<file path="config.mk">
export PLATFORM = sky130hd
export DESIGN_NAME = instr_issuer
export DESIGN_NICKNAME = d
export VERILOG_FILES = /design/src/rtl/proc_pkg.sv /design/src/rtl/instr_fifo.sv /design/src/rtl/instr_issuer.sv
export SDC_FILE = /design/constraint.sdc
export NUM_CORES = 1
export LEC_CHECK = 0
export CAP_MARGIN = 20
export CORE_MARGIN = 5
export CORE_UTILIZATION = 30
export CTS_CLUSTER_DIAMETER = 120
export DETAILED_ROUTE_END_ITERATION = 10
export DONT_BUFFER_PORTS = 1
export GPL_ROUTABILITY_DRIVEN = 1
export HOLD_SLACK_MARGIN = 0.12
export PLACE_DENSITY = 0.43
export SLEW_MARGIN = 20
export SYNTH_ARGS = -nofsm -noshare
export SYNTH_HDL_FRONTEND = slang
export SYNTH_SLANG_ARGS = --single-unit
</file>
<file path="constraint.sdc">
create_clock -name clk -period 3.1 [get_ports clk]
set_clock_uncertainty 0.05 [all_clocks]
set_input_delay 0.31 -clock clk [delete_from_list [all_inputs] [get_ports clk]]
set_output_delay 0.31 -clock clk [all_outputs]
set_load 0.02 [all_outputs]
</file>
<file path="src/rtl/proc_pkg.sv">
// Shared definitions for the 10-bit processor: word width, opcode/function
// encodings and the timestep type consumed by the controller.
package proc_pkg;

  localparam int W = 10;

  localparam logic [1:0] OP_ALU  = 2'b00;
  localparam logic [1:0] OP_ADDI = 2'b10;
  localparam logic [1:0] OP_SUBI = 2'b11;

  localparam logic [3:0] F_LOAD = 4'b0000;
  localparam logic [3:0] F_COPY = 4'b0001;
  localparam logic [3:0] F_ADD  = 4'b0010;
  localparam logic [3:0] F_SUB  = 4'b0011;
  localparam logic [3:0] F_INV  = 4'b0100;
  localparam logic [3:0] F_FLIP = 4'b0101;
  localparam logic [3:0] F_AND  = 4'b0110;
  localparam logic [3:0] F_OR   = 4'b0111;
  localparam logic [3:0] F_XOR  = 4'b1000;
  localparam logic [3:0] F_LSL  = 4'b1001;
  localparam logic [3:0] F_LSR  = 4'b1010;
  localparam logic [3:0] F_ASR  = 4'b1011;

  typedef enum logic [1:0] {
    T0 = 2'd0,
    T1 = 2'd1,
    T2 = 2'd2,
    T3 = 2'd3
  } tstep_t;

endpackage

</file>
<file path="src/rtl/instr_fifo.sv">
// Synchronous instruction FIFO; the head word is visible combinationally so
// the issuer can place it on the bus in the same cycle it pops.
module instr_fifo #(
  parameter int W     = 10,
  parameter int DEPTH = 8
) (
  input  logic                     clk,
  input  logic                     rst,
  input  logic                     push_i,
  input  logic [W-1:0]             data_i,
  input  logic                     pop_i,
  output logic [W-1:0]             head_o,
  output logic                     full_o,
  output logic                     empty_o,
  output logic [$clog2(DEPTH):0]   count_o
);

  localparam int AW = $clog2(DEPTH);

  logic [W-1:0]  mem_q [DEPTH];
  logic [AW-1:0] wr_ptr_q, wr_ptr_d;
  logic [AW-1:0] rd_ptr_q, rd_ptr_d;
  logic [AW:0]   count_q, count_d;
  logic          do_push, do_pop;

  assign full_o  = (count_q == (AW+1)'(DEPTH));
  assign empty_o = (count_q == '0);
  assign count_o = count_q;
  assign head_o  = mem_q[rd_ptr_q];

  // Guard against overflow/underflow even if the caller misbehaves.
  assign do_push = push_i && !full_o;
  assign do_pop  = pop_i && !empty_o;

  always_comb begin
    wr_ptr_d = wr_ptr_q;
    rd_ptr_d = rd_ptr_q;
    count_d  = count_q + {{AW{1'b0}}, do_push} - {{AW{1'b0}}, do_pop};
    if (do_push) wr_ptr_d = wr_ptr_q + AW'(1);
    if (do_pop)  rd_ptr_d = rd_ptr_q + AW'(1);
  end

  always_ff @(posedge clk) begin
    if (do_push) mem_q[wr_ptr_q] <= data_i;
  end

  always_ff @(posedge clk or posedge rst) begin
    if (rst) begin
      wr_ptr_q <= '0;
      rd_ptr_q <= '0;
      count_q  <= '0;
    end else begin
      wr_ptr_q <= wr_ptr_d;
      rd_ptr_q <= rd_ptr_d;
      count_q  <= count_d;
    end
  end

endmodule

</file>
<file path="src/rtl/instr_issuer.sv">
// Instruction issuer: buffers host words, drives DIN at T0 and owns the
// timestep counter, with a watchdog for instructions that never assert Clr.
module instr_issuer #(
  parameter int W     = proc_pkg::W,
  parameter int DEPTH = 8,
  parameter int CNT_W = 16
) (
  input  logic                     clk,
  input  logic                     rst,
  input  logic [W-1:0]             host_data,
  input  logic                     host_valid,
  output logic                     host_ready,
  input  logic                     run,
  input  logic                     Clr,
  input  logic                     Ext,
  output logic [W-1:0]             DIN,
  output logic                     issue_valid,
  output logic [1:0]               T,
  output logic                     busy,
  output logic [$clog2(DEPTH):0]   fifo_count,
  output logic [CNT_W-1:0]         retired,
  output logic                     illegal,
  output logic                     ext_err
);

  import proc_pkg::*;

  tstep_t           t_q, t_d;
  logic [CNT_W-1:0] retired_q, retired_d;
  logic             illegal_q, illegal_d;
  logic             ext_err_q, ext_err_d;
  logic [W-1:0]     head;
  logic             full, empty, issue;

  instr_fifo #(
    .W     (W),
    .DEPTH (DEPTH)
  ) u_fifo (
    .clk     (clk),
    .rst     (rst),
    .push_i  (host_valid && !full),
    .data_i  (host_data),
    .pop_i   (issue),
    .head_o  (head),
    .full_o  (full),
    .empty_o (empty),
    .count_o (fifo_count)
  );

  // Clr only counts during execution; a T3 without Clr is the watchdog case.
  always_comb begin
    t_d       = t_q;
    retired_d = retired_q;
    illegal_d = illegal_q;
    ext_err_d = ext_err_q | (Ext && (t_q != T0));
    issue     = (t_q == T0) && run && !empty;
    if (t_q == T0) begin
      if (issue) t_d = T1;
    end else if (Clr) begin
      t_d       = T0;
      retired_d = retired_q + CNT_W'(1);
    end else if (t_q == T3) begin
      t_d       = T0;
      illegal_d = 1'b1;
    end else begin
      t_d = tstep_t'(t_q + 2'd1);
    end
  end

  always_ff @(posedge clk or posedge rst) begin
    if (rst) begin
      t_q       <= T0;
      retired_q <= '0;
      illegal_q <= 1'b0;
      ext_err_q <= 1'b0;
    end else begin
      t_q       <= t_d;
      retired_q <= retired_d;
      illegal_q <= illegal_d;
      ext_err_q <= ext_err_d;
    end
  end

  assign DIN         = issue ? head : '0;
  assign issue_valid = issue;
  assign T           = t_q;
  assign busy        = (t_q != T0);
  assign host_ready  = !full;
  assign retired     = retired_q;
  assign illegal     = illegal_q;
  assign ext_err     = ext_err_q;

endmodule

</file>
==> results of run 1 <==
==> area by class of cell <==
type / instances / area (um^2)
Tap cell: 188 / 235.2
Fill cell: 1398 / 9788
Sequential cell: 110 / 3153
Clock buffer: 9 / 225.2
Timing Repair Buffer: 25 / 220.2
Clock inverter: 7 / 78.83
Multi-Input combinational cell: 130 / 1269
Inverter: 17 / 63.81
==> logic make-up (layout without fill, tap and decap cells) <==
group	count (synthesis)	after routing	share of synthesized area
compound gates	8	8	0.01214
xor+xnor	20	20	0.03863
fa+ha+maj	12	12	0.03477
buf+inv	24	58	0.02483
flops	110	110	0.6954
mux	32	32	0.1272
simple gates	58	58	0.06705
==> state kept, by name (all words and copies together), names as in the netlist <==
signal,count
retired,16
illegal,1
u_fifo.wr_ptr_q,3
T,2
u_fifo.count_o,4
u_fifo.mem_q,80
u_fifo.rd_ptr_q,3
ext_err,1
==> where the power goes <==
| group | total, W | switching, W | internal [W] |
|---|---|---|---|
| sequential | 0.00222 | 0.000350 | 0.00187 |
| combinational | 0.00131 | 0.000694 | 0.000617 |
| clock | 0.00118 | 0.000538 | 0.000638 |
| total | 0.00470 | 0.00158 | 0.00312 |
==> path summary, 6_finish.rpt <==
check / endpoint / cells past startpoint / slack [ns] / start
max: DIN[3] / 6 / 0.68 / u_fifo.count_o[2]$_DFF_PP0_
min: retired[2]$_DFFE_PP0P_ / 2 / 0.14 / Clr
max reg2reg: u_fifo.count_o[2]$_DFF_PP0_ / 11 / 0.68 / u_fifo.count_o[2]$_DFF_PP0_
min reg2reg: u_fifo.wr_ptr_q[0]$_DFFE_PP0P_ / 2 / 0.48 / u_fifo.wr_ptr_q[0]$_DFFE_PP0P_
max in group asynchronous: retired[15]$_DFFE_PP0P_ / 3 / 1.93 / rst
min in group asynchronous: illegal$_DFFE_PP0P_ / 2 / 0.42 / rst
==> synthesized netlist by cell type, types with 2 or more instances <==
master     n
nand2_1   16
dfrtp_1   30
and2_1     2
nor2_1    18
mux2i_1   10
and4_1     2
mux4_2    19
buf_6      2
ha_1      11
nand3_1    4
buf_2      3
nand2b_1   2
nor3_1     2
mux2_2     2
xnor2_1   15
nand4_1    4
edfxtp_1  80
a21oi_1    2
xor2_1     5
a21o_1     3
inv_1     16
==> worst max-delay path: cells and delay by family, from the launching register on <==
kind            cells  cell delay [ns]
fa+ha+maj           1             0.21
buf+inv             2             0.33
flops               1             0.46
simple gates        2             0.50
compound gates      1             0.21
==> stage by stage <==
| step | total power (W) | setup slack (ns) | std cells | instance area [um^2] |
|---|---|---|---|---|
| 3_5_place_dp | 0.003599 | 0.6580 | 457 | 4811 |
| 3_3_place_gp | 0.003587 | 0.6740 | 457 | 4811 |
| 4_1_cts | 0.004818 | 0.6035 | 486 | 5245 |
| 2_1_floorplan | 0.003247 | 0.6038 | 264 | 4534 |
| 5_1_grt | 0.005017 | 0.4510 | 486 | 5245 |
| 6_report | 0.004704 | 0.6757 | 486 | 5245 |
==> layer usage <==
metal  share of wire  up-vias
li1                -     1041
met1            0.45     1107
met2            0.48       31
met3           0.045       12
met4           0.021        0
met5               0        -
==> what timing repair did <==
| action | in CTS | in global routing |
|---|---|---|
| resized for setup | 0 | 0 |
| hold buffers | 13 | 0 |
| endpoints found under the hold margin | 98 | 0 |
| endpoints found under the setup margin | 0 | 0 |
==> results.txt, run 1 <==
final wirelength: 8734 um
clock root buffer: clkbuf_16
share of layout cells above drive strength 1: 0.1812
Chip Width: 132.9 um
met2 Use GR: 0.1637
Hold WS: 0.1430 ns
Routed Antenna Nets: 0
Synth Instances: 264
maximum vdd ir drop: 0.2736 mV
max_cap viols: 0
kind of critical path: flip-flop to output pin
first-pass detailed-route iteration total: 4
antenna cells: 0
post-synth top area cell: edfxtp_1
Clk Latency, worst-skew pair: 0.35 ns
status: completed
Tot GR Track Use: 0.1044
Yosys warnings: 0
CTS Buf Count: 9
flops & latches, synth: 110
ys async rst share: 0.2727
Hold WC Path Type: input port to flip-flop
DR vias: 2191
Area Growth Syn to Fin: 15.67%
DR WL/cell: 17.97 um
synth unique cells: 37
nets: 321
synthesized area: 4534 um^2
Synth area leaders: edfxtp_1, dfrtp_1, mux4_2
leakage power: 1.942 nW
initial antenna violation count: 0
Worst Path Required: 2.74 ns
slowest stage cell, crit path: dfrtp_1
fin. max-slew vios: 0
Slew @ Worst Pin: 0.8499 ns
crit-path max cell delay: 0.46 ns
Die ar.: 17670 um^2
setup violators final: 0
Ports: 53
Crit path arrival time: 2.06 ns
worst-path fanout max: 11
Die H: 132.9 um
Post-synth EDFFs: 80
IO Port Bufs: 0
CTS clk-pin slew, worst paths: 0.07 ns
average size of a mapped cell: 17.18 um^2
Finished Core Util: 0.3489
share of synthesized area occupied by flip-flops and latches: 0.6954
Cell Pwr Density: 896.8 nW/um^2
Rows: 45
total core area: 15030 um^2
global-route wire length before repair: 13720 um
Yosys top cell area share: 0.5298
Post-CTS Setup Inserts: 0
Bufs on Longest Clock Path: 2
Crit. End Element: output pin
met1 Use GR: 0.1358
HPWL Detailed: 5499 um
commonest non-fill, non-tap cell in the layout: edfxtp_1
min Tclk post-route: 2.424 ns
largest net degree at the start of global routing: 23
unrepaired setup endpoints after global routing: false
Most used DFF post-synth: edfxtp_1
total congestion overflow: 0
worst-path cell chain: inv_1 > ha_1 > a21oi_1 > nand2_1 > buf_4 > nor2_1
via-per-instance ratio: 4.508
Starting Density: 0.3016
Final Hold Viols: 0
H-tree levels: 3
Worst Setup Start Kind: flip-flop
clk sinks: 110
Routability Congestion: 0.7051
number of global-route vias before repair: 2281
DR DRC count: 0
syn nets: 292
M3 GR Usage: 0.02700
1st-iter DRT viols: 153
crit share post-route: 0.7820
maximum clock frequency: 412.5 MHz
GRT busiest layer: met2
setup TNS: 0 ns
CTS tree: done
most frequent cells in the layout: edfxtp_1, dfrtp_1, mux4_2, nor2_1
relative slew slack: 0.4334
(Power assumes the default switching activity.)
==> run 2: changes to the inputs <==
--- a/config.mk
+++ b/config.mk
@@ -5,6 +5,7 @@
 export SDC_FILE = /design/constraint.sdc
 export NUM_CORES = 1
 export LEC_CHECK = 0
+export ABC_AREA = 1
 export CAP_MARGIN = 20
 export CORE_MARGIN = 5
 export CORE_UTILIZATION = 30
@@ -13,7 +14,7 @@
 export DONT_BUFFER_PORTS = 1
 export GPL_ROUTABILITY_DRIVEN = 1
 export HOLD_SLACK_MARGIN = 0.12
-export PLACE_DENSITY = 0.43
+export PLACE_DENSITY = 0.44
 export SLEW_MARGIN = 20
 export SYNTH_ARGS = -nofsm -noshare
 export SYNTH_HDL_FRONTEND = slang
==> constraint.sdc (replaced) <==
create_clock -name clk -period 2 [get_ports clk]
set_clock_uncertainty 0.05 [all_clocks]
set_input_delay 0.2 -clock clk [delete_from_list [all_inputs] [get_ports clk]]
set_output_delay 0.2 -clock clk [all_outputs]
set_load 0.02 [all_outputs]
==> run 2 against run 1 <==
Effect of this change:
- critical path depth grew 5
- area after synthesis rose by 6.7%
- cell count up 47%
- synthesized cell count up 71%
- core utilization grew 2.6 points
- largest cell class unchanged
- highest routed layer unchanged
==> results.txt, run 2 <==
antenna cells: 0 (unchanged)
via-per-instance ratio: 4.371 (-3.1%)
total core area: 15830 um^2 (+5.3%)
Hold WC Path Type: input port to async pin
H-tree levels: 3 (unchanged)
dominant cell by count in the synthesized netlist: nor2_1
final instance area: 5937 um^2 (+13%)
Routed Antenna Nets: 0 (unchanged)
clock share of power: 0.214 (-0.036)
clock root buffer: clkbuf_16
Die ar.: 18760 um^2 (+6.1%)
ys async rst share: 0.2727 (unchanged)
Worst Reg-to-Reg Cells: 11 (unchanged)
min Tclk post-route: 1.947 ns
Worst Path Required: 2.20 ns (-0.54 ns)
kind of critical path: flip-flop to flip-flop
CTS tree: done
DR WL/cell: 14.66 um (-18%)
Routability Congestion: 0.7484 (+6.1%)
placed cells: 683 (+49%)
maximum vdd ir drop: 0.7175 mV (+160%)
most frequent cells after synthesis: nor2_1, edfxtp_1, nand2_1
largest net degree at the start of global routing: 31 (+35%)
Slew @ Worst Pin: 0.4207 ns (-0.4292 ns)
crit share post-route: 0.9733
Area Growth Syn to Fin: 22.77%
Most used DFF post-synth: edfxtp_1
syn nets: 479 (+64%)
max reg flops: 80 (unchanged)
part of the power in registers: 0.396 (-0.075)
Clk Latency, worst-skew pair: 0.34 ns (about the same)
Largest Register: u_fifo.mem_q
Final Hold Viols: 0 (unchanged)
reg2reg start: u_fifo.count_o[2]$_DFF_PP0_
slowest stage cell, crit path: fa_2
unrepaired setup endpoints after global routing: true
Bufs on Longest Clock Path: 2 (unchanged)
maximum clock frequency: 513.7 MHz
DR vias: 3125 (+43%)
non-filler cells, final: 715 (+47%)
share of layout cells above drive strength 1: 0.1984 (+0.01719)
Crit path arrival time: 2.14 ns (+0.08 ns)
nets: 522 (+63%)
worst r2r dst: u_fifo.count_o[1]$_DFF_PP0_
1st-iter DRT viols: 188 (+23%)
Starting Density: 0.3055 (+0.003911)
Chip Width: 137.0 um (+3.0%)
Sw Ratio: 0.3886 (+0.05240)
Synth Instances: 451 (+71%)
worst-path cell chain: inv_2 > ha_4 > nand3_2 > nand3_4 > inv_4 > ha_4 > inv_2 > ha_4 > inv_2 > fa_2 > inv_1
status: completed
number of global-route vias before repair: 3258 (+43%)
fin. max-slew vios: 0 (unchanged)
max_cap viols: 0 (unchanged)
flops & latches, synth: 110 (unchanged)
Int Pwr: 0.005092 W (+63%)
CTS Buf Count: 9 (unchanged)
share of synthesized area occupied by flip-flops and latches: 0.6520 (-0.04336)
post-synth top area cell: edfxtp_1
global-route wire length before repair: 17200 um (+25%)
IO Port Bufs: 0 (unchanged)
worst-path fanout max: 3 (-8)
combinational power share: 0.390 (+0.111)
crit path to: u_fifo.count_o[1]$_DFF_PP0_
r2r setup slk: 0.05 ns (-0.62 ns)
final wirelength: 10480 um (+20%)
Ports: 53 (unchanged)
average size of a mapped cell: 10.72 um^2 (-38%)
Post-synth EDFFs: 80 (unchanged)
CTS clk-pin slew, worst paths: 0.09 ns (+0.02 ns)
HPWL Detailed: 7423 um (+35%)
synthesized area: 4836 um^2 (+6.7%)
leakage power: 2.350 nW (+21%)
Cell Pwr Density: 1403 nW/um^2 (+56%)
first-pass detailed-route iteration total: 4 (unchanged)
Synth area leaders: edfxtp_1, dfrtp_1, nor2_1
Die H: 137.0 um (+3.0%)
Post-DP Area: 5424 um^2 (+13%)
relative slew slack: 0.7195 (+0.2861)
Worst Setup Start Kind: flip-flop
Yosys warnings: 0 (unchanged)
DR DRC count: 0 (unchanged)
crit-path max cell delay: 0.50 ns (+0.04 ns)
most frequent cells in the layout: nor2_1, edfxtp_1, nand2_1, o21ai_1
clk sinks: 110 (unchanged)
Tot GR Track Use: 0.1192 (+0.01475)
total congestion overflow: 0 (unchanged)
Yosys top cell area share: 0.4968 (-0.03304)
synth unique cells: 32 (-14%)
Worst Setup SP: u_fifo.count_o[2]$_DFF_PP0_
Sw Pwr: 0.003236 W (+100%)
Crit. End Element: flip-flop
Filler Cells Inserted: 1573 (+13%)
commonest non-fill, non-tap cell in the layout: nor2_1
setup violators final: 0 (unchanged)
initial antenna violation count: 0 (unchanged)
Rows: 46 (+2.2%)
[run 2: cell count changes after synthesis, sizes merged, moves of 5 or more]
cell,previous run,this run
nand3,4,21
buf,6,11
mux2i,10,0
nor2,20,125
mux4,20,0
nand2,16,63
o21ai,1,44
inv,17,34
xnor2,15,7
[run 2: how the worst min path moves through the flow]
stage	to	cells past startpoint
finish	retired[8]$_DFFE_PP0P_	3
global route	retired[8]$_DFFE_PP0P_	3
CTS	retired[8]$_DFFE_PP0P_	3
detailed placement	ext_err$_DFF_PP0_	2
global placement	ext_err$_DFF_PP0_	2
floorplan	ext_err$_DFF_PP0_	1
[run 2: cells by family after synthesis]
group,synth area share
adders and majority gates,0.03260
AOI/OAI and AO/OA,0.05356
and+or+nand+nor,0.1889
buffers and inverters,0.04399
DFF,0.6520
xor gates and xnor gates,0.02898
[run 2: cell type report]
class,instances,area [um^2],share of cell area
Clock inverter,7,73.82,0.01243
Inverter,34,135.1,0.02276
Sequential cell,110,3161,0.5323
Tap cell,216,270.3,0.04552
Timing Repair Buffer,48,501.7,0.08451
Clock buffer,9,225.2,0.03793
Multi-Input combinational cell,291,1570,0.2645
[run 2: routing by layer]
layer	vias up	track usage	wire, um
met4	0	0.03326	125
met1	1487	0.1510	4735
met3	7	0.03750	501
met5	-	0	0
met2	51	0.1967	5121
li1	1580	-	-
[run 2: through the flow]
stage               TNS [ns]    util  hold slack (ns)  worst slack [ns]  power, W
finish                     0  0.3751           0.3250           0.05345  0.008329
global route        -0.07444  0.3751           0.3597          -0.02652  0.008993
CTS                        0  0.3719           0.3201          0.002031  0.008405
detailed placement         0  0.3427           0.1596           0.02952  0.006528
global placement           0  0.3427           0.1535           0.04270  0.006481
floorplan             -5.752       -           0.2405           -0.1394  0.005467
[run 2: power groups by stage]
stage	clock [W]	combinational, W	sequential, W
after floorplan	0	0.00217	0.00330
after global placement	0	0.00314	0.00335
after detailed placement	0	0.00317	0.00335
after CTS	0.00184	0.00326	0.00331
after global routing	0.00194	0.00370	0.00336
final	0.00178	0.00325	0.00330
[run 2: worst max-delay path, delay by kind of cell, from the launching register on]
family                   cells  cell delay [ns]
flip-flops                   1             0.41
adder cells (fa/ha/maj)      4             0.96
buffers and inverters        5             0.27
AND/OR/NAND/NOR              2             0.16
[run 2: repair_timing]
action                                 in CTS  in global routing
gates resized for setup                     5                 15
setup buffers                               0                  1
pin swaps                                   0                  1
endpoints found under the hold margin     123                  0
hold buffers                               15                  0
setup endpoints to repair                   9                 10
==> run 3: changes to the inputs <==
--- a/config.mk
+++ b/config.mk
@@ -5,8 +5,7 @@
 export SDC_FILE = /design/constraint.sdc
 export NUM_CORES = 1
 export LEC_CHECK = 0
-export ABC_AREA = 1
-export CAP_MARGIN = 20
+export ABC_AREA = 0
 export CORE_MARGIN = 5
 export CORE_UTILIZATION = 30
 export CTS_CLUSTER_DIAMETER = 120
==> run 3 against run 2 <==
Effect of this change:
- the flow now finishes with violations (negative setup slack)
- highest routed layer unchanged
- largest power group is now combinational logic
- global-route usage fell by 0.89 points
- setup slack got worse by 0.14 ns
- sequential share of layout area fell by 0.72 points
- first-iteration DRC count fell by 13%
- clock power rose by 3%
- maximum frequency fell by 6.6%
- sequential power fell by 3%
- routed wire length fell by 11%
- count of clock-buffer cells in the layout did not move
==> results.txt, run 3 (synthesis gave the netlist of run 1 again) <==
crit share post-route: 1.042 (+0.06906)
kind of critical path: flip-flop to flip-flop
commonest non-fill, non-tap cell in the layout: edfxtp_1
setup TNS: -0.3490 ns (-0.3490 ns)
slowest stage cell, crit path: fa_2
global-route wire length before repair: 14930 um (-13%)
via-per-instance ratio: 4.588 (+5.0%)
Ports: 53 (unchanged)
Tot GR Track Use: 0.1102 (-0.008942)
Worst Setup Start Kind: flip-flop
IO Port Bufs: 0 (unchanged)
1st-iter DRT viols: 164 (-13%)
DR WL/cell: 17.91 um (+22%)
Filler Cells Inserted: 1348 (-14%)
Die ar.: 17670 um^2 (-5.8%)
Post-DP Area: 5117 um^2 (-5.7%)
Crit path arrival time: 2.28 ns (+0.14 ns)
placed cells: 475 (-30%)
Die H: 132.9 um (-2.9%)
worst-path fanout max: 3 (unchanged)
unrepaired setup endpoints after global routing: true
fin. max-slew vios: 0 (unchanged)
CTS Buf Count: 9 (unchanged)
worst-path cell chain: buf_6 > inv_4 > ha_4 > a21oi_4 > nand2_2 > inv_2 > ha_4 > inv_2 > ha_4 > inv_2 > fa_2 > inv_1
share of layout cells above drive strength 1: 0.4127 (+0.2143)
Cell Pwr Density: 1460 nW/um^2 (+4.1%)
Hold WS: 0.1349 ns (-0.1901 ns)
met3 routed WL: 217 um (-57%)
Crit. End Element: flip-flop
clk sinks: 110 (unchanged)
antenna cells: 0 (unchanged)
clock root buffer: clkbuf_16
Area Growth Syn to Fin: 32.73%
DR top layer: met4
final wirelength: 9315 um (-11%)
H-tree levels: 3 (unchanged)
DR vias: 2386 (-24%)
CTS tree: done
Worst Path Required: 2.20 ns (about the same)
non-filler cells, final: 520 (-27%)
min Tclk post-route: 2.085 ns (+0.1381 ns)
DR DRC count: 0 (unchanged)
final instance area: 6018 um^2 (+1.4%)
status: finished, violations left
Slew @ Worst Pin: 0.4349 ns (+0.01424 ns)
failing checks: negative setup slack
Chip Width: 132.9 um (-2.9%)
leakage power: 2.178 nW (-7.3%)
number of global-route vias before repair: 2606 (-20%)
setup violators final: 10 (+10)
CP bufs+invs: 6 (+1)
initial antenna violation count: 0 (unchanged)
Final Hold Viols: 0 (unchanged)
Starting Density: 0.3016 (-0.003911)
crit-path max cell delay: 0.51 ns (about the same)
DRT met1 WL: 4215 um (-11%)
relative slew slack: 0.7097 (-0.009814)
Top delay family on crit path: adder cells
Largest Register: u_fifo.mem_q
Routability Congestion: 0.7042 (-5.9%)
nets: 356 (-32%)
area occupied by multi-input gates: 1565 um^2 (-0.32%)
HPWL Detailed: 5904 um (-20%)
Final WS setup: -0.08467 ns (-0.1381 ns)
Rows: 45 (-2.2%)
Bufs on Longest Clock Path: 2 (unchanged)
CTS clk-pin slew, worst paths: 0.08 ns (about the same)
max reg flops: 80 (unchanged)
Hold WC Path Type: input port to flip-flop
largest net degree at the start of global routing: 22 (-29%)
total congestion overflow: 0 (unchanged)
max_cap viols: 0 (unchanged)
Clk Latency, worst-skew pair: 0.34 ns (about the same)
maximum clock frequency: 479.7 MHz (-6.6%)
Finished Core Util: 0.4003 (+0.02523)
first-pass detailed-route iteration total: 4 (unchanged)
met2 wire len: 4754 um (-7.2%)
maximum vdd ir drop: 0.4452 mV (-38%)
Seq. cell area: 3161 um^2 (unchanged)
most frequent cells in the layout: edfxtp_1, buf_4, dfrtp_1, mux4_2
total core area: 15030 um^2 (-5.0%)
Routed Antenna Nets: 0 (unchanged)
==> run 3: through the flow <==
step | total power, W | setup WS (ns)
after global placement | 0.006109 | -0.3050
after floorplan | 0.005216 | -0.08457
final | 0.008785 | -0.08467
after detailed placement | 0.006122 | -0.3592
after CTS | 0.008582 | -0.09748
after global routing | 0.009304 | -0.1750
==> run 3: path summary, 6_finish.rpt <==
check / from / to / cells past startpoint / slack, ns
worst max-delay path: u_fifo.count_o[3]$_DFF_PP0_ / u_fifo.count_o[1]$_DFF_PP0_ / 12 / -0.08
worst min-delay path: Clr / retired[0]$_DFFE_PP0P_ / 2 / 0.13
worst max register to register: u_fifo.count_o[3]$_DFF_PP0_ / u_fifo.count_o[1]$_DFF_PP0_ / 12 / -0.08
worst min register to register: u_fifo.wr_ptr_q[0]$_DFFE_PP0P_ / u_fifo.wr_ptr_q[0]$_DFFE_PP0P_ / 2 / 0.54
max in group asynchronous: rst / u_fifo.rd_ptr_q[1]$_DFFE_PP0P_ / 3 / 1.00
min in group asynchronous: rst / illegal$_DFFE_PP0P_ / 2 / 0.24
==> run 3: timing repair <==
item	4_1_cts	5_1_grt
resized for setup	36	22
endpoints found under the setup margin	63	65
hold buffers	15	0
pin swaps	11	6
setup buffers	13	3
endpoints found under the hold margin	100	0
gates cloned	0	1
==> run 3: layout make-up <==
class	count	share of cell area
clock buffer	9	0.03742
clock inverter	6	0.01268
inverter	17	0.01143
multi-input combinational	130	0.2601
sequential	110	0.5252
tap	188	0.03909
timing repair buffer	60	0.1141
==> run 3: worst reg2reg max path: stages, from the launching register on <==
cell	delay, ns
dfrtp_2	0.37
buf_6	0.13
inv_4	0.04
ha_4	0.15
a21oi_4	0.14
nand2_2	0.08
inv_2	0.07
ha_4	0.19
inv_2	0.06
ha_4	0.12
inv_2	0.03
fa_2	0.51
inv_1	0.04
==> run 3: routing by layer <==
metal	vias to the layer above	track usage
met5	-	0
met4	0	0.04330
met3	7	0.02091
met2	30	0.1778
met1	1237	0.1473
li1	1112	-
==> run 3: power by group <==
group          switching (W)  internal (W)
clock               0.000841      0.000990
sequential          0.000289       0.00291
combinational        0.00188       0.00187
